<file path="config.mk">
export PLATFORM = sky130hd
export DESIGN_NAME = psum_col_acc
export DESIGN_NICKNAME = d
export VERILOG_FILES = /design/src/rtl/psum_col_acc.sv
export SDC_FILE = /design/constraint.sdc
export NUM_CORES = 1
export LEC_CHECK = 0
export CORE_MARGIN = 10
export CORE_UTILIZATION = 56
export DETAILED_ROUTE_END_ITERATION = 16
export PLACE_DENSITY = 0.74
export SLEW_MARGIN = 20
export SYNTH_ARGS = -nofsm -noshare
export SYNTH_HDL_FRONTEND = slang
export SYNTH_SLANG_ARGS = --single-unit
</file>
<file path="constraint.sdc">
create_clock -name clk -period 9.47 [get_ports clk]
set_input_delay 1.4205 -clock clk [delete_from_list [all_inputs] [get_ports clk]]
set_output_delay 1.4205 -clock clk [all_outputs]
set_load 0.01 [all_outputs]
</file>
<file path="src/rtl/psum_col_acc.sv">
// rtl/psum_col_acc.sv - MAC column drain: K-tile accumulation, requantization, output FIFO
// Input side never stalls; results that find the FIFO full are dropped and flagged.
module psum_col_acc #(
    parameter int ACC_W      = 40,
    parameter int OUT_W      = 16,
    parameter int ROWS       = 4,
    parameter int FIFO_DEPTH = 8
) (
    input  logic                    clk,
    input  logic                    rst,
    input  logic                    start,
    input  logic [7:0]              num_tiles,
    input  logic [4:0]              shift,
    input  logic signed [ACC_W-1:0] p_i,
    input  logic                    p_valid,
    output logic signed [OUT_W-1:0] out_data,
    output logic                    out_valid,
    input  logic                    out_ready,
    output logic                    busy,
    output logic                    done,
    output logic                    ovf_err
);
    localparam int RW = (ROWS > 1) ? $clog2(ROWS) : 1;
    localparam int AW = $clog2(FIFO_DEPTH);
    localparam logic signed [ACC_W:0] SAT_MAX = {{(ACC_W-OUT_W+2){1'b0}}, {(OUT_W-1){1'b1}}};
    localparam logic signed [ACC_W:0] SAT_MIN = {{(ACC_W-OUT_W+2){1'b1}}, {(OUT_W-1){1'b0}}};

    typedef enum logic {IDLE, RUN} state_t;

    state_t                  state;
    logic [7:0]              tiles_m1;
    logic [7:0]              tile_cnt;
    logic [4:0]              shift_q;
    logic [RW-1:0]           row_idx;
    logic signed [ACC_W-1:0] acc_buf [ROWS];

    logic                    q_valid;
    logic signed [OUT_W-1:0] q_data;

    logic signed [OUT_W-1:0] mem [FIFO_DEPTH];
    logic [AW:0]             wr_ptr;
    logic [AW:0]             rd_ptr;

    logic signed [ACC_W-1:0] sum;
    logic signed [ACC_W:0]   rnd_sum;
    logic signed [ACC_W:0]   shifted;
    logic signed [OUT_W-1:0] rq;
    logic                    last_row;
    logic                    last_tile;
    logic                    full;
    logic                    pop;
    logic                    push_ok;

    always_comb begin
        sum = ((tile_cnt == 8'd0) ? '0 : acc_buf[row_idx]) + p_i;
        // One extra bit so the rounding add cannot wrap before saturation.
        rnd_sum = {sum[ACC_W-1], sum};
        if (shift_q != 5'd0) begin
            rnd_sum = rnd_sum + ((ACC_W+1)'(1) << (shift_q - 5'd1));
        end
        shifted = rnd_sum >>> shift_q;
        if (shifted > SAT_MAX) begin
            rq = SAT_MAX[OUT_W-1:0];
        end else if (shifted < SAT_MIN) begin
            rq = SAT_MIN[OUT_W-1:0];
        end else begin
            rq = shifted[OUT_W-1:0];
        end
    end

    assign last_row  = (row_idx == RW'(ROWS-1));
    assign last_tile = (tile_cnt == tiles_m1);
    assign full      = (wr_ptr[AW] != rd_ptr[AW]) && (wr_ptr[AW-1:0] == rd_ptr[AW-1:0]);
    assign out_valid = (wr_ptr != rd_ptr);
    assign out_data  = mem[rd_ptr[AW-1:0]];
    assign pop       = out_valid && out_ready;
    assign push_ok   = q_valid && (!full || pop);
    assign busy      = (state == RUN);

    always_ff @(posedge clk) begin
        if (rst) begin
            state    <= IDLE;
            tiles_m1 <= '0;
            tile_cnt <= '0;
            shift_q  <= '0;
            row_idx  <= '0;
            q_valid  <= 1'b0;
            q_data   <= '0;
            wr_ptr   <= '0;
            rd_ptr   <= '0;
            done     <= 1'b0;
            ovf_err  <= 1'b0;
            for (int i = 0; i < ROWS; i++) begin
                acc_buf[i] <= '0;
            end
            for (int i = 0; i < FIFO_DEPTH; i++) begin
                mem[i] <= '0;
            end
        end else begin
            done    <= 1'b0;
            q_valid <= 1'b0;
            case (state)
                IDLE: begin
                    if (start) begin
                        state    <= RUN;
                        tiles_m1 <= (num_tiles == 8'd0) ? 8'd0 : num_tiles - 8'd1;
                        shift_q  <= shift;
                        row_idx  <= '0;
                        tile_cnt <= '0;
                    end
                end
                RUN: begin
                    if (p_valid) begin
                        if (last_tile) begin
                            acc_buf[row_idx] <= '0;
                            q_valid          <= 1'b1;
                            q_data           <= rq;
                        end else begin
                            acc_buf[row_idx] <= sum;
                        end
                        if (last_row) begin
                            row_idx <= '0;
                            if (last_tile) begin
                                state <= IDLE;
                                done  <= 1'b1;
                            end else begin
                                tile_cnt <= tile_cnt + 8'd1;
                            end
                        end else begin
                            row_idx <= row_idx + RW'(1);
                        end
                    end
                end
                default: state <= IDLE;
            endcase

            if (pop) begin
                rd_ptr <= rd_ptr + (AW+1)'(1);
            end
            if (push_ok) begin
                mem[wr_ptr[AW-1:0]] <= q_data;
                wr_ptr              <= wr_ptr + (AW+1)'(1);
            end
            if (q_valid && full && !pop) begin
                ovf_err <= 1'b1;
            end
        end
    end
endmodule
</file>
==> qor.txt, run 1 <==
Outcome - completed
Overflow after GRT - 0
Antenna cell count - 0
Area after DPL - 24800 sq um
Area of the multi-input gates - 13000 sq um
Largest family of logic cells by synthesized area - simple AND/OR/NAND/NOR gates
Final period utilization - 94.7%
Share of layout cells above drive strength 1 - 12.0%
Clock-pin slew on the worst setup and hold paths - 0.06 ns
Die ar. - 50600 sq um
Fmax - 112 MHz
Ys Warns - 0
Top-level port count - 78
CTS tree - built
Slew @ Worst Pin - 1.10 ns
Sequential Power Share - 46.3%
Fin Setup TNS - 0 ns
Register Area - 9780 sq um
Adder-cell area share of the yosys netlist - 4.27%
Register area share after synthesis - 41.5%
Nets - 2567
CP required - 9.94 ns
Final ANT Viol Nets - 0
Longest Clk Path Bufs - 3
Final WL - 67600 um
Power density over the cells - 144 nW/um^2
Routed WL per cell - 22.6 um
Die width - 225 um
Final Max Tran Viols - 0
Cell count after synthesis - 2414
Placed Instances - 2930
Number of synthesized register bits - 344
CP max stage cell - a221oi_1
Synth area leader - edfxtp_1
Area growth syn-to-layout - 10.4%
Synth top area share - 36.8%
Total GRT Usage - 26.5%
Maximum VDD drop - 0.133 mV
Vias in the first global route - 19.2k
DP HPWL - 48900 um
Final Total Pwr - 3740 uW
Hold crit path type - reg2reg
Post-synth top flop - edfxtp_1
Clock power share - 35.5%
Clock latency at the later pin of the worst-skew pair - 0.56 ns
Skew final - 0.0251 ns
TritonCTS Buffers - 37
Ys async rst share - 0%
Synth area leaders - edfxtp_1 (37%), mux4_2 (7.4%), nor2_1 (4.9%)
Core region area - 41800 sq um
Mux cell area share after synthesis - 10.5%
Max incr delay on CP - 0.58 ns
Leak - 0.00975 uW
Post-route insts no fill - 2996
Fin crit period - 8.97 ns
Synth Cell Area - 23500 sq um
Synth Area in Compound Gates - 16.2%
CP Class - reg2reg
CP arrival - 9.44 ns
Unrepaired setup endpoints after global routing - false
Syn avg cell area - 9.74 sq um
Final instance area - 26000 sq um
Combinational power share - 18.2%
DIE HEIGHT - 225 um
Final hold vios - 0
Internal power - 2700 uW
Psw - 1040 uW
Drt via density - 6.44
Max_slew headroom - 26.4%
Startpoint Class - register
Post-Syn Nets - 2551
Max Cap Viol - 0
DRC Markers - 0
Netlist cell types - 104
Row count - 75
CP endpoint kind - register
Number of flops mapped to enable cells by yosys - 288
Initial core utilization - 56.3%
DRT Pass-1 Iters - 6
IO buf count - 77
Largest net degree at the start of global routing - 54
Fin worst setup slack - 0.504 ns
Gpl congestion - 0.995
Placement Setup Slack - 0.120 ns
Hold_buf cts - 0
Fill cells - 3376
Clk root buf - clkbuf_16
Initial DRC count - 2082
R2R setup slack - 0.50 ns
Final setup vio count - 0
Net Sw Frac - 27.9%
Synth Area in Simple Gates - 20.7%
Clock Sinks - 344
CTS H-tree depth - 2
Via Count - 19.3k
Max Fanout on Critical Path - 40
Initial antenna violation count - 0
First-pass GRT wire length - 107000 um
XOR/XNOR Fraction of Synth Area - 3.05%
## registers in the layout, indices dropped and copies added (netlist names), named ones only
| signal | count |
|---|---|
| q_data | 16 |
| tiles_m1 | 8 |
| shift_q | 5 |
| mem | 128 |
| wr_ptr | 4 |
| acc_buf | 160 |
| ovf_err | 1 |
| q_valid | 1 |
| done | 1 |
| row_idx | 2 |
| tile_cnt | 8 |
| rd_ptr | 4 |
| busy | 1 |
## cells in the mapped netlist (all sizes together), types with 40 or more instances
cell type / n
a21oi: 144
and2: 154
clkbuf: 117
dfxtp: 56
edfxtp: 288
ha: 77
inv: 70
mux2i: 40
mux4: 77
nand2: 241
nand3: 41
nor2: 308
nor2b: 46
nor3: 56
o21ai: 115
xnor2: 42
xor2: 40
## layout make-up
| type | instances | area share [%] |
|---|---|---|
| timing repair buffer | 129 | 4.52 |
| clock inverter | 16 | 0.376 |
| multi-input combinational | 1847 | 50.0 |
| sequential | 344 | 37.7 |
| clock buffer | 50 | 3.84 |
| tap | 539 | 2.60 |
| inverter | 71 | 1.03 |
## power by group through the flow
stage / clock network, uW / logic [uW] / registers (uW)
final: 1330 / 682 / 1730
after global routing: 1410 / 732 / 1740
after CTS: 1350 / 665 / 1730
after detailed placement: 0 / 662 / 1760
after global placement: 0 / 657 / 1760
after floorplan: 0 / 459 / 1750
## kinds of logic (layout without fill, tap and decap cells)
| kind of cell | after synthesis | in the layout |
|---|---|---|
| fa+ha+maj | 79 | 79 |
| xor+xnor | 82 | 82 |
| flops | 344 | 344 |
| buf+inv | 223 | 266 |
| simple gates | 999 | 999 |
| compound gates | 540 | 540 |
| mux | 147 | 147 |
## per-stage QoR
stage	utilization [%]	hold WS (ns)
detailed placement	59.4	0.482
global route	62.2	0.503
CTS	62.0	0.489
floorplan	-	0.444
finish	62.2	0.485
global placement	59.4	0.468
## per-layer routing
| layer | vias up | part of all wire [%] | track usage [%] |
|---|---|---|---|
| li1 | 8971 | - | - |
| met1 | 9464 | 42 | 33.9 |
| met2 | 743 | 49 | 46.1 |
| met3 | 117 | 6.4 | 3.75 |
| met4 | 0 | 2.7 | 7.63 |
| met5 | - | 0 | 0 |
## critical path: cells and delay by family (launching register included)
kind            cells  cell delay, ns
mux                 1            0.12
simple gates        9            2.12
xor+xnor            1            0.25
buf+inv             3            0.42
flops               1            0.36
fa+ha+maj           4            1.07
compound gates     14            4.44
## path summary, 6_finish.rpt
kind              cells after the start   startpoint           to
setup / recovery                     32  tile_cnt[0]   q_data[14]
hold / removal                        2  tiles_m1[5]  tiles_m1[5]
hold reg to reg                       2  tiles_m1[5]  tiles_m1[5]
setup reg to reg                     32  tile_cnt[0]   q_data[14]
## cell usage in the layout, fill, tap and decap left out, types with 14 or more instances in the layout
master / n
nor2_1: 303
o211ai_1: 21
a21oi_1: 142
o31ai_1: 15
and3_1: 17
or3_1: 16
clkbuf_16: 38
buf_4: 51
a21o_1: 23
a211o_1: 15
a211oi_1: 23
mux2_2: 29
o21a_1: 15
inv_1: 70
dfxtp_1: 51
nor4_1: 20
o22ai_1: 14
mux4_2: 77
mux2i_1: 40
xor2_1: 40
o21ai_0: 93
nand4_1: 26
ha_1: 77
or2_2: 16
nor3_1: 52
o21ai_1: 17
clkdlybuf4s50_1: 77
xnor2_1: 42
and2_1: 152
nand3_1: 40
nand2_1: 237
nor2b_1: 46
edfxtp_1: 288
## what timing repair did
item	in CTS	in global routing
endpoints found under the setup margin	0	15
setup buffers	0	0
endpoints found under the hold margin	0	0
gates resized for setup	0	10
(Power assumes the default switching activity.)
==> run 2, diff against run 1 <==
CELL_PAD_IN_SITES_DETAIL_PLACEMENT = 0   (was default)
CELL_PAD_IN_SITES_GLOBAL_PLACEMENT = 1   (was default)
CORE_UTILIZATION = 50   (was 56)
GPL_TIMING_DRIVEN = 0   (was default)
PLACE_DENSITY = default   (was 0.74)
PLACE_DENSITY_LB_ADDON = 0.1   (was default)
SKIP_LAST_GASP = 1   (was default)
==> qor.txt, run 2 (same netlist as run 1, synthesis figures left out) <==
Area growth syn-to-layout - 14.2% (was 10.4%)
Die ar. - 56100 sq um (was 50600 sq um)
Power density over the cells - 146 nW/um^2 (was 144 nW/um^2)
Commonest cells after routing, fill and taps aside - nor2_1 (306), edfxtp_1 (288), nand2_1 (236) (was nor2_1 (303), edfxtp_1 (288), nand2_1 (237))
Initial core utilization - 50.5% (was 56.3%)
Final period utilization - 96.9% (was 94.7%)
Internal power - 2790 uW (was 2700 uW)
Vias in the first global route - 19.6k (was 19.2k)
Placed Instances - 3107 (was 2930)
CP arrival - 9.61 ns (was 9.44 ns)
Hold crit path type - reg2reg (unchanged)
Net Sw Frac - 28.8% (was 27.9%)
CP max stage cell - or4_1 (was a221oi_1)
GRT busiest layer - met2 (unchanged)
Fin crit period - 9.17 ns (was 8.97 ns)
Met2 usage - 45.8% (was 46.1%)
Slew @ Worst Pin - 1.13 ns (was 1.10 ns)
Largest register by flop count - acc_buf (unchanged)
Max Fanout on Critical Path - 10 (was 40)
Initial antenna violation count - 1 (was 0)
Overflow after GRT - 0 (unchanged)
Via Count - 19.9k (was 19.3k)
Fmax - 109 MHz (was 112 MHz)
Largest register FFs - 160 (unchanged)
CP startpoint - tile_cnt[0] (unchanged)
Total GRT Usage - 27.3% (was 26.5%)
Clock latency at the later pin of the worst-skew pair - 0.57 ns (was 0.56 ns)
CP Class - reg2reg (unchanged)
Largest net degree at the start of global routing - 41 (was 54)
Clock Sinks - 344 (unchanged)
Clk root buf - clkbuf_16 (unchanged)
Largest regs - acc_buf (160), mem (128), q_data (16) (unchanged)
GR Layer Usage met1 - 35.1% (was 33.9%)
Buf/Inv on CP - 7 (was 3)
Row count - 79 (was 75)
Final setup vio count - 0 (unchanged)
Clock-pin slew on the worst setup and hold paths - 0.06 ns (about the same)
DP HPWL - 60200 um (was 48900 um)
Core region area - 46600 sq um (was 41800 sq um)
Gpl congestion - 0.997 (was 0.995)
Critical path's top delay family - compound AO/OA/AOI/OAI gates (unchanged)
Startpoint Class - register (unchanged)
Most common cell after layout, fill and taps aside - nor2_1 (unchanged)
Combinational power share - 19.2% (was 18.2%)
DIE HEIGHT - 237 um (was 225 um)
Longest Clk Path Bufs - 3 (unchanged)
DRC Markers - 0 (unchanged)
CP required - 9.91 ns (was 9.94 ns)
Drt via density - 6.26 (was 6.44)
CP endpoint kind - register (unchanged)
Max incr delay on CP - 0.56 ns (was 0.58 ns)
Clock power share - 36.4% (was 35.5%)
Final WL - 79200 um (was 67600 um)
Final hold vios - 0 (unchanged)
Met3 Usage GRT - 3.96% (was 3.75%)
HP Start - ovf_err (was tiles_m1[5])
Share of layout cells above drive strength 1 - 12.4% (was 12.0%)
R2r startpoint - tile_cnt[0] (unchanged)
Post-route insts no fill - 3186 (was 2996)
First-pass GRT wire length - 119000 um (was 107000 um)
DRT Pass-1 Iters - 7 (was 6)
Initial DRC count - 1939 (was 2082)
Leak - 0.00999 uW (was 0.00975 uW)
Psw - 1120 uW (was 1040 uW)
Die width - 237 um (was 225 um)
Max_slew headroom - 24.4% (was 26.4%)
CTS tree - built (unchanged)
TritonCTS Buffers - 37 (unchanged)
Crit-path most repeated cell - ha_1
Final ANT Viol Nets - 0 (unchanged)
Sequential Power Share - 44.4% (was 46.3%)
Fin Setup TNS - 0 ns (unchanged)
CTS H-tree depth - 2 (unchanged)
Top-level port count - 78 (unchanged)
Maximum VDD drop - 0.159 mV (was 0.133 mV)
Outcome - completed (unchanged)
Max Cap Viol - 0 (unchanged)
Hold_buf cts - 0 (unchanged)
Skew final - 0.0426 ns (was 0.0251 ns)
IO buf count - 77 (unchanged)
Routed WL per cell - 24.9 um (was 22.6 um)
Final Max Tran Viols - 0 (unchanged)
Nets - 2687 (was 2567)
## run 2: area by class of cell
class | count | area [sq um]
plain buffers | 150 | 627
clock inverters | 17 | 164
flip-flops and latches | 344 | 9770
well taps | 607 | 759
diodes | 1 | 2.50
clock buffers | 50 | 1020
fillers | 4126 | 19700
multi-input cells | 1847 | 13300
repair buffers | 99 | 998
inverters | 71 | 267
## run 2: routing by layer
metal	routed length (um)	vias to the layer above
met5	0	-
met4	3040	0
li1	-	9195
met1	33100	9840
met2	38100	781
met3	4920	131
## run 2: final timing paths
check / to / slack, ns / cells past startpoint
worst max register to register: q_data[12] / 0.30 / 36
worst min-delay path: ovf_err / 0.47 / 2
worst min register to register: ovf_err / 0.47 / 2
worst max-delay path: q_data[12] / 0.30 / 36
## run 2: per-stage QoR
| stage | hold slack [ns] | utilization (%) | setup slack [ns] | power [uW] | instance area (sq um) |
|---|---|---|---|---|---|
| after floorplan | 0.444 | - | 1.84 | 2210 | 23500 |
| after global placement | 0.453 | 53.8 | -2.29 | 2460 | 25000 |
| after detailed placement | 0.467 | 54.2 | -1.09 | 2470 | 25200 |
| after CTS | 0.483 | 57.0 | 0.0177 | 3890 | 26600 |
| after global routing | 0.493 | 57.7 | -0.0448 | 4030 | 26900 |
| final | 0.474 | 57.7 | 0.298 | 3910 | 26900 |
## run 2: worst register-to-register path: cells and delay by family, from the launching register on
kind | cells | cell delay, ns
compound gates | 12 | 3.06
simple gates | 10 | 2.73
buf+inv | 7 | 1.42
fa+ha+maj | 4 | 0.86
mux | 2 | 0.43
flops | 1 | 0.35
xor+xnor | 1 | 0.23
## run 2: repair_timing
action	in CTS	in global routing
setup endpoints to repair	15	15
pin swaps	0	6
setup buffers	0	13
resized for setup	33	48
## run 2: power by group through the flow
stage	Clock, uW	Combinational (uW)	Sequential (uW)
finish	1420	752	1730
global route	1500	798	1740
CTS	1440	715	1730
detailed placement	0	707	1770
global placement	0	699	1770
floorplan	0	459	1750
==> run 3, diff against run 2 <==
PLACE_DENSITY = 0.86   (was default)
PLACE_DENSITY_LB_ADDON = default   (was 0.1)
==> qor.txt, run 3 (same netlist as run 1, synthesis figures left out) <==
Skew final - 0.0384 ns (was 0.0426 ns)
CTS H-tree depth - 2 (unchanged)
Longest Clk Path Bufs - 3 (unchanged)
Antenna cell count - 0 (was 1)
TritonCTS Buffers - 38 (was 37)
DIE HEIGHT - 237 um (unchanged)
CTS tree - built (unchanged)
Max Fanout on Critical Path - 10 (unchanged)
Overflow after GRT - 0 (unchanged)
Total GRT Usage - 27.4% (was 27.3%)
Power density over the cells - 147 nW/um^2 (was 146 nW/um^2)
Clock Sinks - 344 (unchanged)
DRC Markers - 0 (unchanged)
Area growth syn-to-layout - 13.9% (was 14.2%)
Final Max Tran Viols - 0 (unchanged)
First-pass GRT wire length - 120000 um (was 119000 um)
Startpoint Class - register (unchanged)
Gpl congestion - 0.995 (was 0.997)
Die width - 237 um (unchanged)
Final period utilization - 96.7% (was 96.9%)
DRT Pass-1 Iters - 8 (was 7)
Share of layout cells above drive strength 1 - 12.3% (was 12.4%)
Initial antenna violation count - 0 (was 1)
Placed Instances - 3107 (unchanged)
Final WL - 79100 um (was 79200 um)
Max Cap Viol - 0 (unchanged)
Final instance area - 26800 sq um (was 26900 sq um)
Area of the multi-input gates - 13200 sq um (was 13300 sq um)
Leak - 0.00997 uW (was 0.00999 uW)
Hold crit path type - reg2reg (unchanged)
Clock latency at the later pin of the worst-skew pair - 0.58 ns (was 0.57 ns)
Initial core utilization - 50.5% (unchanged)
Fmax - 109 MHz (about the same)
Area after DPL - 25200 sq um (about the same)
Register Area - 9770 sq um (unchanged)
Largest register by flop count - acc_buf (unchanged)
Commonest cells after routing, fill and taps aside - nor2_1 (306), edfxtp_1 (288), nand2_1 (236) (unchanged)
Nets - 2679 (was 2687)
Final ANT Viol Nets - 0 (unchanged)
DP HPWL - 60600 um (was 60200 um)
CP arrival - 9.59 ns (was 9.61 ns)
Drt via density - 6.32 (was 6.26)
Slew @ Worst Pin - 1.13 ns (about the same)
Max_slew headroom - 24.7% (was 24.4%)
Vias in the first global route - 19.9k (was 19.6k)
Largest regs - acc_buf (160), mem (128), q_data (16) (unchanged)
Clk root buf - clkbuf_16 (unchanged)
CP max stage cell - dfxtp_1 (was or4_1)
Routed WL per cell - 24.9 um (about the same)
Largest register FFs - 160 (unchanged)
Largest net degree at the start of global routing - 41 (unchanged)
IO buf count - 77 (unchanged)
Top-level port count - 78 (unchanged)
Fill cells - 4065 (was 4126)
Clock-pin slew on the worst setup and hold paths - 0.06 ns (about the same)
Final setup vio count - 0 (unchanged)
Final hold vios - 0 (unchanged)
Core region area - 46600 sq um (unchanged)
Final Total Pwr - 3940 uW (was 3910 uW)
CP endpoint kind - register (unchanged)
Max incr delay on CP - 0.70 ns (was 0.56 ns)
Row count - 79 (unchanged)
CP required - 9.90 ns (was 9.91 ns)
Placement Setup Slack - -0.939 ns (was -1.09 ns)
Via Count - 20.1k (was 19.9k)
Initial DRC count - 2070 (was 1939)
Outcome - completed (unchanged)
Hold_buf cts - 0 (unchanged)
Most common cell after layout, fill and taps aside - nor2_1 (unchanged)
Fin worst setup slack - 0.310 ns (was 0.298 ns)
Post-route insts no fill - 3176 (was 3186)
CP Class - reg2reg (unchanged)
Fin crit period - 9.16 ns (was 9.17 ns)
Die ar. - 56100 sq um (unchanged)
Maximum VDD drop - 0.160 mV (was 0.159 mV)
Post-layout util - 57.5% (was 57.7%)
==> run 3: power by group <==
group	switching (uW)	internal, uW	leakage (uW)	total [uW]
clock network	628	827	0.000597	1460
registers	40.9	1700	0.00343	1740
logic	469	275	0.00595	744
total	1140	2800	0.00997	3940
==> run 3: path summary, 6_finish.rpt <==
check,to,slack [ns],startpoint,cells past startpoint
worst min register to register,tiles_m1[6],0.47,tiles_m1[6],2
worst min-delay path,tiles_m1[6],0.47,tiles_m1[6],2
worst max-delay path,q_data[12],0.31,register,28
worst max register to register,q_data[12],0.31,register,28
==> run 3: critical path, delay by kind of cell (launching register included) <==
| kind | cells | cell delay, ns |
|---|---|---|
| adder cells (fa/ha/maj) | 2 | 0.71 |
| buffers and inverters | 4 | 1.29 |
| AO/OA/AOI/OAI | 12 | 3.01 |
| AND/OR/NAND/NOR | 7 | 1.96 |
| XOR/XNOR | 1 | 0.19 |
| flip-flops | 1 | 0.70 |
| multiplexers | 2 | 1.13 |
==> run 3: layout make-up <==
| cell class | count | area share (%) |
|---|---|---|
| Sequential cell | 344 | 36.5 |
| Clock inverter | 25 | 0.934 |
| Timing Repair Buffer | 94 | 3.60 |
| Inverter | 71 | 0.995 |
| Tap cell | 607 | 2.84 |
| Multi-Input combinational cell | 1847 | 49.2 |
| Buffer | 146 | 2.33 |
| Clock buffer | 42 | 3.61 |
==> run 3: layer usage <==
layer | wire length (um) | vias up | global-route usage, %
li1 | - | 9215 | -
met1 | 32900 | 9922 | 35.2
met2 | 37500 | 801 | 45.5
met3 | 5320 | 146 | 4.13
met4 | 3500 | 0 | 11.5
met5 | 0 | - | 0
==> run 3: what timing repair did <==
| item | CTS | global route |
|---|---|---|
| setup buffers | 0 | 8 |
| gates resized for setup | 25 | 47 |
| pin swaps | 0 | 5 |
| endpoints found under the setup margin | 15 | 15 |
==> run 3: metrics by stage <==
step | TNS (ns) | hold slack [ns]
floorplan | 0 | 0.444
global route | -0.133 | 0.494
detailed placement | -13.36 | 0.467
CTS | 0 | 0.477
global placement | -31.90 | 0.453
finish | 0 | 0.472
